<file path="config.mk">
export PLATFORM = sky130hd
export DESIGN_NAME = mat_fetch_ctrl_flat
export DESIGN_NICKNAME = d
export VERILOG_FILES = /design/src/rtl/mat_fetch_if.sv /design/src/rtl/mat_fetch_ctrl.sv /design/src/flat_wrapper.sv
export SDC_FILE = /design/constraint.sdc
export NUM_CORES = 1
export LEC_CHECK = 0
export ABC_CLOCK_PERIOD_IN_PS = 7000
export CAP_MARGIN = 30
export CORE_MARGIN = 2
export CORE_UTILIZATION = 50
export CTS_BUF_LIST = sky130_fd_sc_hd__clkbuf_16
export DETAILED_ROUTE_END_ITERATION = 7
export PLACE_DENSITY = 0.82
export SLEW_MARGIN = 25
export SYNTH_ARGS = -nofsm -noshare
export SYNTH_HDL_FRONTEND = slang
export SYNTH_SLANG_ARGS = --single-unit
</file>
<file path="constraint.sdc">
create_clock -name clk -period 7 [get_ports clk]
set_clock_uncertainty 0.2 [all_clocks]
set_input_delay 0.7 -clock clk [delete_from_list [all_inputs] [get_ports clk]]
set_output_delay 0.7 -clock clk [all_outputs]
set_load 0.03 [all_outputs]
</file>
<file path="src/rtl/mat_fetch_if.sv">
// Handshake/bus bundle for mat_fetch_ctrl.
// Optional stall_cnt signal present only when MAT_FETCH_STALLCNT_EN is defined.
interface mat_fetch_if #(
  parameter int unsigned ADDR_W = 8,
  parameter int unsigned DATA_W = 8
);
  logic              start;
  logic [7:0]        num_mat;
  logic              rd_en;
  logic [ADDR_W-1:0] rd_addr0, rd_addr1, rd_addr2, rd_addr3;
  logic [DATA_W-1:0] m1_d0, m1_d1, m1_d2, m1_d3;
  logic [DATA_W-1:0] m2_d0, m2_d1, m2_d2, m2_d3;
  logic              out_valid;
  logic              out_ready;
  logic [DATA_W-1:0] a0, a1, a2, a3;
  logic [DATA_W-1:0] b0, b1, b2, b3;
  logic              busy;
  logic              done;
`ifdef MAT_FETCH_STALLCNT_EN
  logic [15:0]       stall_cnt;
`endif

  modport master (
    output start, num_mat, m1_d0, m1_d1, m1_d2, m1_d3, m2_d0, m2_d1, m2_d2, m2_d3, out_ready,
    input  rd_en, rd_addr0, rd_addr1, rd_addr2, rd_addr3, out_valid,
    input  a0, a1, a2, a3, b0, b1, b2, b3, busy, done
`ifdef MAT_FETCH_STALLCNT_EN
    , input stall_cnt
`endif
  );

  modport slave (
    input  start, num_mat, m1_d0, m1_d1, m1_d2, m1_d3, m2_d0, m2_d1, m2_d2, m2_d3, out_ready,
    output rd_en, rd_addr0, rd_addr1, rd_addr2, rd_addr3, out_valid,
    output a0, a1, a2, a3, b0, b1, b2, b3, busy, done
`ifdef MAT_FETCH_STALLCNT_EN
    , output stall_cnt
`endif
  );
endinterface

</file>
<file path="src/rtl/mat_fetch_ctrl.sv">
// Fetches num_mat 2x2 matrix pairs into a 2-entry FIFO feeding the multiplier pipeline.
// Define MAT_FETCH_STALLCNT_EN to add the saturating stall_cnt output.
module mat_fetch_ctrl #(
  parameter int unsigned ADDR_W = 8,
  parameter int unsigned DATA_W = 8
) (
  input logic        clk,
  input logic        rst,
  mat_fetch_if.slave bus
);
  typedef enum logic [1:0] {StIdle, StRun, StDone} state_e;
  localparam int unsigned EntryW = 8 * DATA_W;

  state_e            state_q, state_d;
  logic [ADDR_W-1:0] base_q, base_d;
  logic [7:0]        issue_q, issue_d, xfer_q, xfer_d;
  logic              inflight_q;
  logic [1:0]        count_q;
  logic              wr_ptr_q, rd_ptr_q;
  logic [EntryW-1:0] mem_q [2];
  logic [EntryW-1:0] wr_data, head;
  logic              accept, rd_en, push, pop, out_valid, run;
  logic [2:0]        occ;

  assign accept    = (state_q == StIdle) && bus.start;
  assign run       = (state_q == StRun);
  assign out_valid = (count_q != 2'd0);
  assign pop       = out_valid && bus.out_ready;
  assign push      = inflight_q;
  // Occupancy seen by the issue logic: stored + in flight, minus the entry leaving now.
  assign occ       = {1'b0, count_q} + {2'b0, inflight_q} - {2'b0, pop};
  assign wr_data   = {bus.m2_d3, bus.m2_d2, bus.m2_d1, bus.m2_d0,
                      bus.m1_d3, bus.m1_d2, bus.m1_d1, bus.m1_d0};
  assign head      = out_valid ? mem_q[rd_ptr_q] : '0;

  always_comb begin
    state_d = state_q;
    base_d  = base_q;
    issue_d = issue_q;
    xfer_d  = xfer_q;
    rd_en   = 1'b0;
    unique case (state_q)
      StIdle: begin
        if (accept) begin
          base_d  = '0;
          issue_d = bus.num_mat;
          xfer_d  = bus.num_mat;
          state_d = (bus.num_mat == 8'd0) ? StDone : StRun;
        end
      end
      StRun: begin
        rd_en = (issue_q != 8'd0) && (occ < 3'd2);
        if (rd_en) begin
          base_d  = base_q + ADDR_W'(4);
          issue_d = issue_q - 8'd1;
        end
        if (pop) begin
          xfer_d = xfer_q - 8'd1;
          if (xfer_q == 8'd1) state_d = StDone;
        end
      end
      StDone:  state_d = StIdle;
      default: state_d = StIdle;
    endcase
  end

  always_ff @(posedge clk) begin
    if (rst) begin
      state_q    <= StIdle;
      base_q     <= '0;
      issue_q    <= '0;
      xfer_q     <= '0;
      inflight_q <= 1'b0;
      count_q    <= '0;
      wr_ptr_q   <= 1'b0;
      rd_ptr_q   <= 1'b0;
    end else begin
      state_q    <= state_d;
      base_q     <= base_d;
      issue_q    <= issue_d;
      xfer_q     <= xfer_d;
      inflight_q <= rd_en;
      count_q    <= count_q + 2'(push) - 2'(pop);
      if (push) wr_ptr_q <= ~wr_ptr_q;
      if (pop)  rd_ptr_q <= ~rd_ptr_q;
    end
  end

  // Storage needs no reset: outputs are masked while the FIFO is empty.
  always_ff @(posedge clk) begin
    if (push) mem_q[wr_ptr_q] <= wr_data;
  end

  assign bus.rd_en     = rd_en;
  assign bus.rd_addr0  = run ? base_q                 : '0;
  assign bus.rd_addr1  = run ? base_q + ADDR_W'(1)    : '0;
  assign bus.rd_addr2  = run ? base_q + ADDR_W'(2)    : '0;
  assign bus.rd_addr3  = run ? base_q + ADDR_W'(3)    : '0;
  assign bus.out_valid = out_valid;
  assign bus.a0        = head[0*DATA_W +: DATA_W];
  assign bus.a1        = head[1*DATA_W +: DATA_W];
  assign bus.a2        = head[2*DATA_W +: DATA_W];
  assign bus.a3        = head[3*DATA_W +: DATA_W];
  assign bus.b0        = head[4*DATA_W +: DATA_W];
  assign bus.b1        = head[5*DATA_W +: DATA_W];
  assign bus.b2        = head[6*DATA_W +: DATA_W];
  assign bus.b3        = head[7*DATA_W +: DATA_W];
  assign bus.busy      = (state_q != StIdle);
  assign bus.done      = (state_q == StDone);

`ifdef MAT_FETCH_STALLCNT_EN
  logic [15:0] stall_q;

  always_ff @(posedge clk) begin
    if (rst || accept) begin
      stall_q <= '0;
    end else if (out_valid && !bus.out_ready && (stall_q != 16'hFFFF)) begin
      stall_q <= stall_q + 16'd1;
    end
  end

  assign bus.stall_cnt = stall_q;
`endif
endmodule

</file>
<file path="src/flat_wrapper.sv">
// flat-port wrapper written by rule: the top's interface ports become plain ports
module mat_fetch_ctrl_flat 
#(
  parameter int unsigned ADDR_W = 8,
  parameter int unsigned DATA_W = 8
)
  (clk, rst, bus_start, bus_num_mat, bus_m1_d0, bus_m1_d1, bus_m1_d2, bus_m1_d3, bus_m2_d0, bus_m2_d1, bus_m2_d2, bus_m2_d3, bus_out_ready, bus_rd_en, bus_rd_addr0, bus_rd_addr1, bus_rd_addr2, bus_rd_addr3, bus_out_valid, bus_a0, bus_a1, bus_a2, bus_a3, bus_b0, bus_b1, bus_b2, bus_b3, bus_busy, bus_done);
  mat_fetch_if #(.ADDR_W(ADDR_W), .DATA_W(DATA_W)) bus_i ();
  input logic clk;
  input logic rst;
  input wire logic [$bits(bus_i.start)-1:0] bus_start;
  input wire logic [$bits(bus_i.num_mat)-1:0] bus_num_mat;
  input wire logic [$bits(bus_i.m1_d0)-1:0] bus_m1_d0;
  input wire logic [$bits(bus_i.m1_d1)-1:0] bus_m1_d1;
  input wire logic [$bits(bus_i.m1_d2)-1:0] bus_m1_d2;
  input wire logic [$bits(bus_i.m1_d3)-1:0] bus_m1_d3;
  input wire logic [$bits(bus_i.m2_d0)-1:0] bus_m2_d0;
  input wire logic [$bits(bus_i.m2_d1)-1:0] bus_m2_d1;
  input wire logic [$bits(bus_i.m2_d2)-1:0] bus_m2_d2;
  input wire logic [$bits(bus_i.m2_d3)-1:0] bus_m2_d3;
  input wire logic [$bits(bus_i.out_ready)-1:0] bus_out_ready;
  output wire logic [$bits(bus_i.rd_en)-1:0] bus_rd_en;
  output wire logic [$bits(bus_i.rd_addr0)-1:0] bus_rd_addr0;
  output wire logic [$bits(bus_i.rd_addr1)-1:0] bus_rd_addr1;
  output wire logic [$bits(bus_i.rd_addr2)-1:0] bus_rd_addr2;
  output wire logic [$bits(bus_i.rd_addr3)-1:0] bus_rd_addr3;
  output wire logic [$bits(bus_i.out_valid)-1:0] bus_out_valid;
  output wire logic [$bits(bus_i.a0)-1:0] bus_a0;
  output wire logic [$bits(bus_i.a1)-1:0] bus_a1;
  output wire logic [$bits(bus_i.a2)-1:0] bus_a2;
  output wire logic [$bits(bus_i.a3)-1:0] bus_a3;
  output wire logic [$bits(bus_i.b0)-1:0] bus_b0;
  output wire logic [$bits(bus_i.b1)-1:0] bus_b1;
  output wire logic [$bits(bus_i.b2)-1:0] bus_b2;
  output wire logic [$bits(bus_i.b3)-1:0] bus_b3;
  output wire logic [$bits(bus_i.busy)-1:0] bus_busy;
  output wire logic [$bits(bus_i.done)-1:0] bus_done;
  assign bus_i.start = bus_start;
  assign bus_i.num_mat = bus_num_mat;
  assign bus_i.m1_d0 = bus_m1_d0;
  assign bus_i.m1_d1 = bus_m1_d1;
  assign bus_i.m1_d2 = bus_m1_d2;
  assign bus_i.m1_d3 = bus_m1_d3;
  assign bus_i.m2_d0 = bus_m2_d0;
  assign bus_i.m2_d1 = bus_m2_d1;
  assign bus_i.m2_d2 = bus_m2_d2;
  assign bus_i.m2_d3 = bus_m2_d3;
  assign bus_i.out_ready = bus_out_ready;
  assign bus_rd_en = bus_i.rd_en;
  assign bus_rd_addr0 = bus_i.rd_addr0;
  assign bus_rd_addr1 = bus_i.rd_addr1;
  assign bus_rd_addr2 = bus_i.rd_addr2;
  assign bus_rd_addr3 = bus_i.rd_addr3;
  assign bus_out_valid = bus_i.out_valid;
  assign bus_a0 = bus_i.a0;
  assign bus_a1 = bus_i.a1;
  assign bus_a2 = bus_i.a2;
  assign bus_a3 = bus_i.a3;
  assign bus_b0 = bus_i.b0;
  assign bus_b1 = bus_i.b1;
  assign bus_b2 = bus_i.b2;
  assign bus_b3 = bus_i.b3;
  assign bus_busy = bus_i.busy;
  assign bus_done = bus_i.done;
  mat_fetch_ctrl #(.ADDR_W(ADDR_W), .DATA_W(DATA_W)) u_core (.clk(clk), .rst(rst), .bus(bus_i));
endmodule
</file>
==> metrics list <==
- In this run the remaining antenna-violating nets after routing total 0.
- Synthesized instance count: approximately 520
- Leading cell types by total area after synthesis: sky130_fd_sc_hd__edfxtp_1 58%, sky130_fd_sc_hd__mux2i_1 9.9%, sky130_fd_sc_hd__dfxtp_1 9.0%, sky130_fd_sc_hd__nor2_1 5.0%, sky130_fd_sc_hd__buf_4 1.9%
* TritonCTS clock tree: done
- The finished cells cover 0.009012 mm^2.
- The detailed router put a total of 6.075 mm of wire on met1.
- Initial antenna violation count: 0
- Max cap viols: 0
- Global-route wire length before repair: roughly 23 mm
- Once the clock tree was built, the setup fixing pass inserted 0 buffers.
- Along the worst hold path, the cell count comes to 2.
- about 180 I/O pins were placed.
- Sequential share of the synthesized area: 66.93%
- The cell area that synthesis handed to floorplanning was between 0.006 and 0.007 mm^2.
- The tree built by TritonCTS fans out to 158 sinks.
- CTS buffer count: 17
- Post-synth ARST share: 0%
* Clk Latency, worst-skew pair: approximately 0.42 ns
- Along the worst path, the maximum fanout reaches 5.
* Detailed route wirelength on metal2: a little over 7 mm
- The share of synthesized area in the top cell type comes to about 58%.
- The region available for standard cell placement spans about 0.013 mm^2.
- The worst-case IR drop observed on VDD is just over 200 uV.
- In the final design database the tool counted 755 nets.
* Die Ht: ~120 um
- Input/output buffers: about 170
- The total count of max-transition violations in the final report is 0.
* Share of power burned in the clock network: 26.8%
- Final Hold Fails: 0
- Entering global routing, the biggest net connects 65 pins.
* Unique cell type count in the Yosys netlist: 46
* Routed vias: ~4.5k
- The worst register-to-register path has a depth of 11.
* Kind of capture point of the worst setup path: output port
* Via density: ~5.3
* # resized after CTS: 0
- The min-delay analysis places its worst path in the category flip-flop to flip-flop.
- Maximum clock frequency: about 220 MHz
- Fraction of final layout cells sized beyond drive strength 1: about 6%
* Routability congestion estimate from global placement: around 0.85
* Placed cell areas: 0.008431 mm^2
- Per report_power, the sequential group accounts for between 30% and 40% of the total.
- Row generation in the floorplan step produced 42 rows.
- Commonest register cell after synthesis: sky130_fd_sc_hd__edfxtp_1
* Min Hold Slack: between 0.2 and 0.3 ns
- The root buffer cell chosen for the clock tree is sky130_fd_sc_hd__clkbuf_16.
* Number of levels in the clock H-tree: 4
* Vias in the first global route: roughly 4.6k
- Once placement completed, the tool counted placed cells totaling 830.
* Final routed wirelength across all metal layers: around 15 mm
- Power, Total: approximately 3400 uW
* Power per cell area: roughly 370 mW/mm^2
- Headroom to the max-slew limit came out at 36.01%.
* Crit path largest cell delay: just under 0.7 ns
* Register clock-pin slew on the reported worst setup and hold paths: ~0.06 ns
- Effective utilization at floorplan: roughly half
* Leakage power: 0.003045 uW
* Path type of the worst setup path: input port to output port
- Slowest cell on the critical path: sky130_fd_sc_hd__clkdlybuf4s50_1
* Combinational power share: just under 40%
- After detailed routing, no signal wire sits above met4.
- After detailed routing, the average wire length per cell comes to 16.88 um.
- Counting I/O delays and the setup requirement, the final critical path takes roughly 4.6 ns.
- HPWL reported at the end of detailed placement: ~9.4 mm
- Traced cell by cell, the critical path runs through clkdlybuf4s50_1, nand2_1, or2_2, nand2_1, ha_1, fa_1, or3_1, nor2_1, clkdlybuf4s50_1.
- Global routing finished with a remaining overflow of 0.
- The worst setup path is launched from an input port.
- Total negative slack: 0 ns
* Met3 WL: between 1 and 1.5 mm
- Avg Inst Size Synth: about 13 um^2
- The run finished with clean final reports.
- Number of flops mapped to enable cells by yosys: 128
- Synthesized flop and latch total: about 160
* Total global-route track usage: between 20% and 30%
- Relative to the synthesized area, the layout overhead comes to 35.73%.
* Chip Width: about 120 um
- The internal portion of the total power is between 2000 and 2500 uW.
* Cell taking the most area after synthesis: sky130_fd_sc_hd__edfxtp_1
- Count of synthesis-stage warnings from yosys: 0
- Setup repair after global routing left no endpoint under its margin.
* Final setup fails: 0
- Once layout is complete, the cells apart from fillers number ~860.
* CTS max path bufs: 2
* Detailed-router iteration count before antenna repair: 4
- Data arrives at the worst endpoint at between 3 and 4 ns.
* Detailed router's first-iteration violation count: 346
- Slew @ Worst Pin: around 0.96 ns
- Number of inserted diodes: 0
* Net Sw Power: approximately 1200 uW
* Number of hold-repair buffers added at the cts stage: 0
* Switching share of total power: approximately a third
* Die area: 0.01422 mm^2
- Required time at the worst-slack endpoint: 6.10 ns
- Fin crit share: 66.26%
- Final routed DRC violation total: 0
-- final cells by class --
cell class | instances | area (um^2)
multi-input cells | 308 | 1948
flip-flops and latches | 158 | 4448
inverters | 12 | 45.04
clock inverters | 15 | 156.4
well taps | 176 | 220.2
fillers | 925 | 4073
clock buffers | 17 | 425.4
repair buffers | 176 | 1769
-- state kept, by name (all words and copies together), names as in the netlist, named ones only --
signal / cells
u_core.issue_q: 8
u_core.wr_ptr_q: 1
u_core.rd_ptr_q: 1
u_core.inflight_q: 1
u_core.count_q: 2
u_core.state_q: 2
u_core.mem_q: 128
u_core.base_q: 6
u_core.xfer_q: 8
-- power by group through the flow --
stage               clock network, uW  registers, uW  logic [uW]
floorplan                           0           1170         816
global placement                    0           1170        1290
detailed placement                  0           1180        1310
CTS                               912           1160        1320
global route                      948           1170        1390
finish                            899           1160        1300
-- synthesized netlist by cell type, types with 3 or more instances --
cell type / instances
sky130_fd_sc_hd__dfxtp_1: 30
sky130_fd_sc_hd__clkbuf_1: 20
sky130_fd_sc_hd__inv_1: 12
sky130_fd_sc_hd__ha_1: 5
sky130_fd_sc_hd__a21oi_1: 22
sky130_fd_sc_hd__o31ai_1: 6
sky130_fd_sc_hd__a22oi_1: 3
sky130_fd_sc_hd__buf_1: 3
sky130_fd_sc_hd__nor3_1: 8
sky130_fd_sc_hd__o21ai_0: 12
sky130_fd_sc_hd__nand3_1: 6
sky130_fd_sc_hd__nor2b_1: 5
sky130_fd_sc_hd__or3_1: 4
sky130_fd_sc_hd__mux2i_1: 66
sky130_fd_sc_hd__nor2_1: 89
sky130_fd_sc_hd__buf_4: 17
sky130_fd_sc_hd__xnor2_1: 3
sky130_fd_sc_hd__and2_1: 16
sky130_fd_sc_hd__nand2b_1: 6
sky130_fd_sc_hd__edfxtp_1: 128
sky130_fd_sc_hd__nand2_1: 25
-- routing by layer --
| metal | global-route usage, % | vias to the layer above |
|---|---|---|
| li1 | - | 2154 |
| met1 | 25.41 | 2187 |
| met2 | 35.20 | 181 |
| met3 | 5.747 | 20 |
| met4 | 7.366 | 0 |
| met5 | 0 | - |
-- metrics by stage --
stage	worst slack [ns]	utilization (%)
after floorplan	3.079	-
after global placement	2.446	64.22
after detailed placement	2.406	64.43
after CTS	2.362	68.88
after global routing	2.241	68.88
final	2.362	68.88
-- path summary, 6_finish.rpt --
check	slack, ns	to	startpoint
worst min-delay path	0.28	u_core.issue_q[7]	u_core.issue_q[7]
worst max register to register	3.39	u_core.base_q[7]	u_core.count_q[1]
worst max-delay path	2.36	bus_rd_en	bus_out_ready
worst min register to register	0.28	u_core.issue_q[7]	u_core.issue_q[7]
-- cell usage in the layout (no fill, tap or decap), types with 2 or more instances in the layout --
master / instances
sky130_fd_sc_hd__nand4_1: 2
sky130_fd_sc_hd__a311oi_1: 2
sky130_fd_sc_hd__nand3_1: 6
sky130_fd_sc_hd__or3_1: 4
sky130_fd_sc_hd__clkbuf_16: 17
sky130_fd_sc_hd__o21ai_0: 12
sky130_fd_sc_hd__nand2_1: 25
sky130_fd_sc_hd__a22oi_1: 3
sky130_fd_sc_hd__clkdlybuf4s50_1: 171
sky130_fd_sc_hd__a21oi_1: 22
sky130_fd_sc_hd__inv_1: 15
sky130_fd_sc_hd__ha_1: 5
sky130_fd_sc_hd__o31ai_1: 6
sky130_fd_sc_hd__nor3_1: 8
sky130_fd_sc_hd__mux2i_1: 66
sky130_fd_sc_hd__bufinv_16: 3
sky130_fd_sc_hd__nand2b_1: 6
sky130_fd_sc_hd__a31oi_1: 2
sky130_fd_sc_hd__conb_1: 4
sky130_fd_sc_hd__and2_1: 15
sky130_fd_sc_hd__dfxtp_1: 29
sky130_fd_sc_hd__nor2_1: 88
sky130_fd_sc_hd__clkinvlp_4: 3
sky130_fd_sc_hd__edfxtp_1: 128
sky130_fd_sc_hd__xnor2_1: 3
sky130_fd_sc_hd__a222oi_1: 2
sky130_fd_sc_hd__clkinv_2: 4
sky130_fd_sc_hd__nor2b_1: 4
sky130_fd_sc_hd__nor4_1: 2
sky130_fd_sc_hd__a21o_1: 2
sky130_fd_sc_hd__buf_4: 4
-- critical path, delay by kind of cell --
kind	cells	cell delay [ns]
AND/OR/NAND/NOR	5	1.20
adder cells (fa/ha/maj)	2	0.60
buffers and inverters	2	1.23
-- kinds of logic after synthesis --
logic type / after synthesis / share of synthesized area (%)
AND/OR/NAND/NOR: 169 / 11.57
flip-flops: 158 / 66.93
multiplexers: 67 / 10.12
AO/OA/AOI/OAI: 58 / 5.408
buffers and inverters: 54 / 4.145
adder cells (fa/ha/maj): 6 / 1.244
XOR/XNOR: 4 / 0.5277
other: 1 / 0.05647
Note: power is estimated with default switching activity, not from simulation.
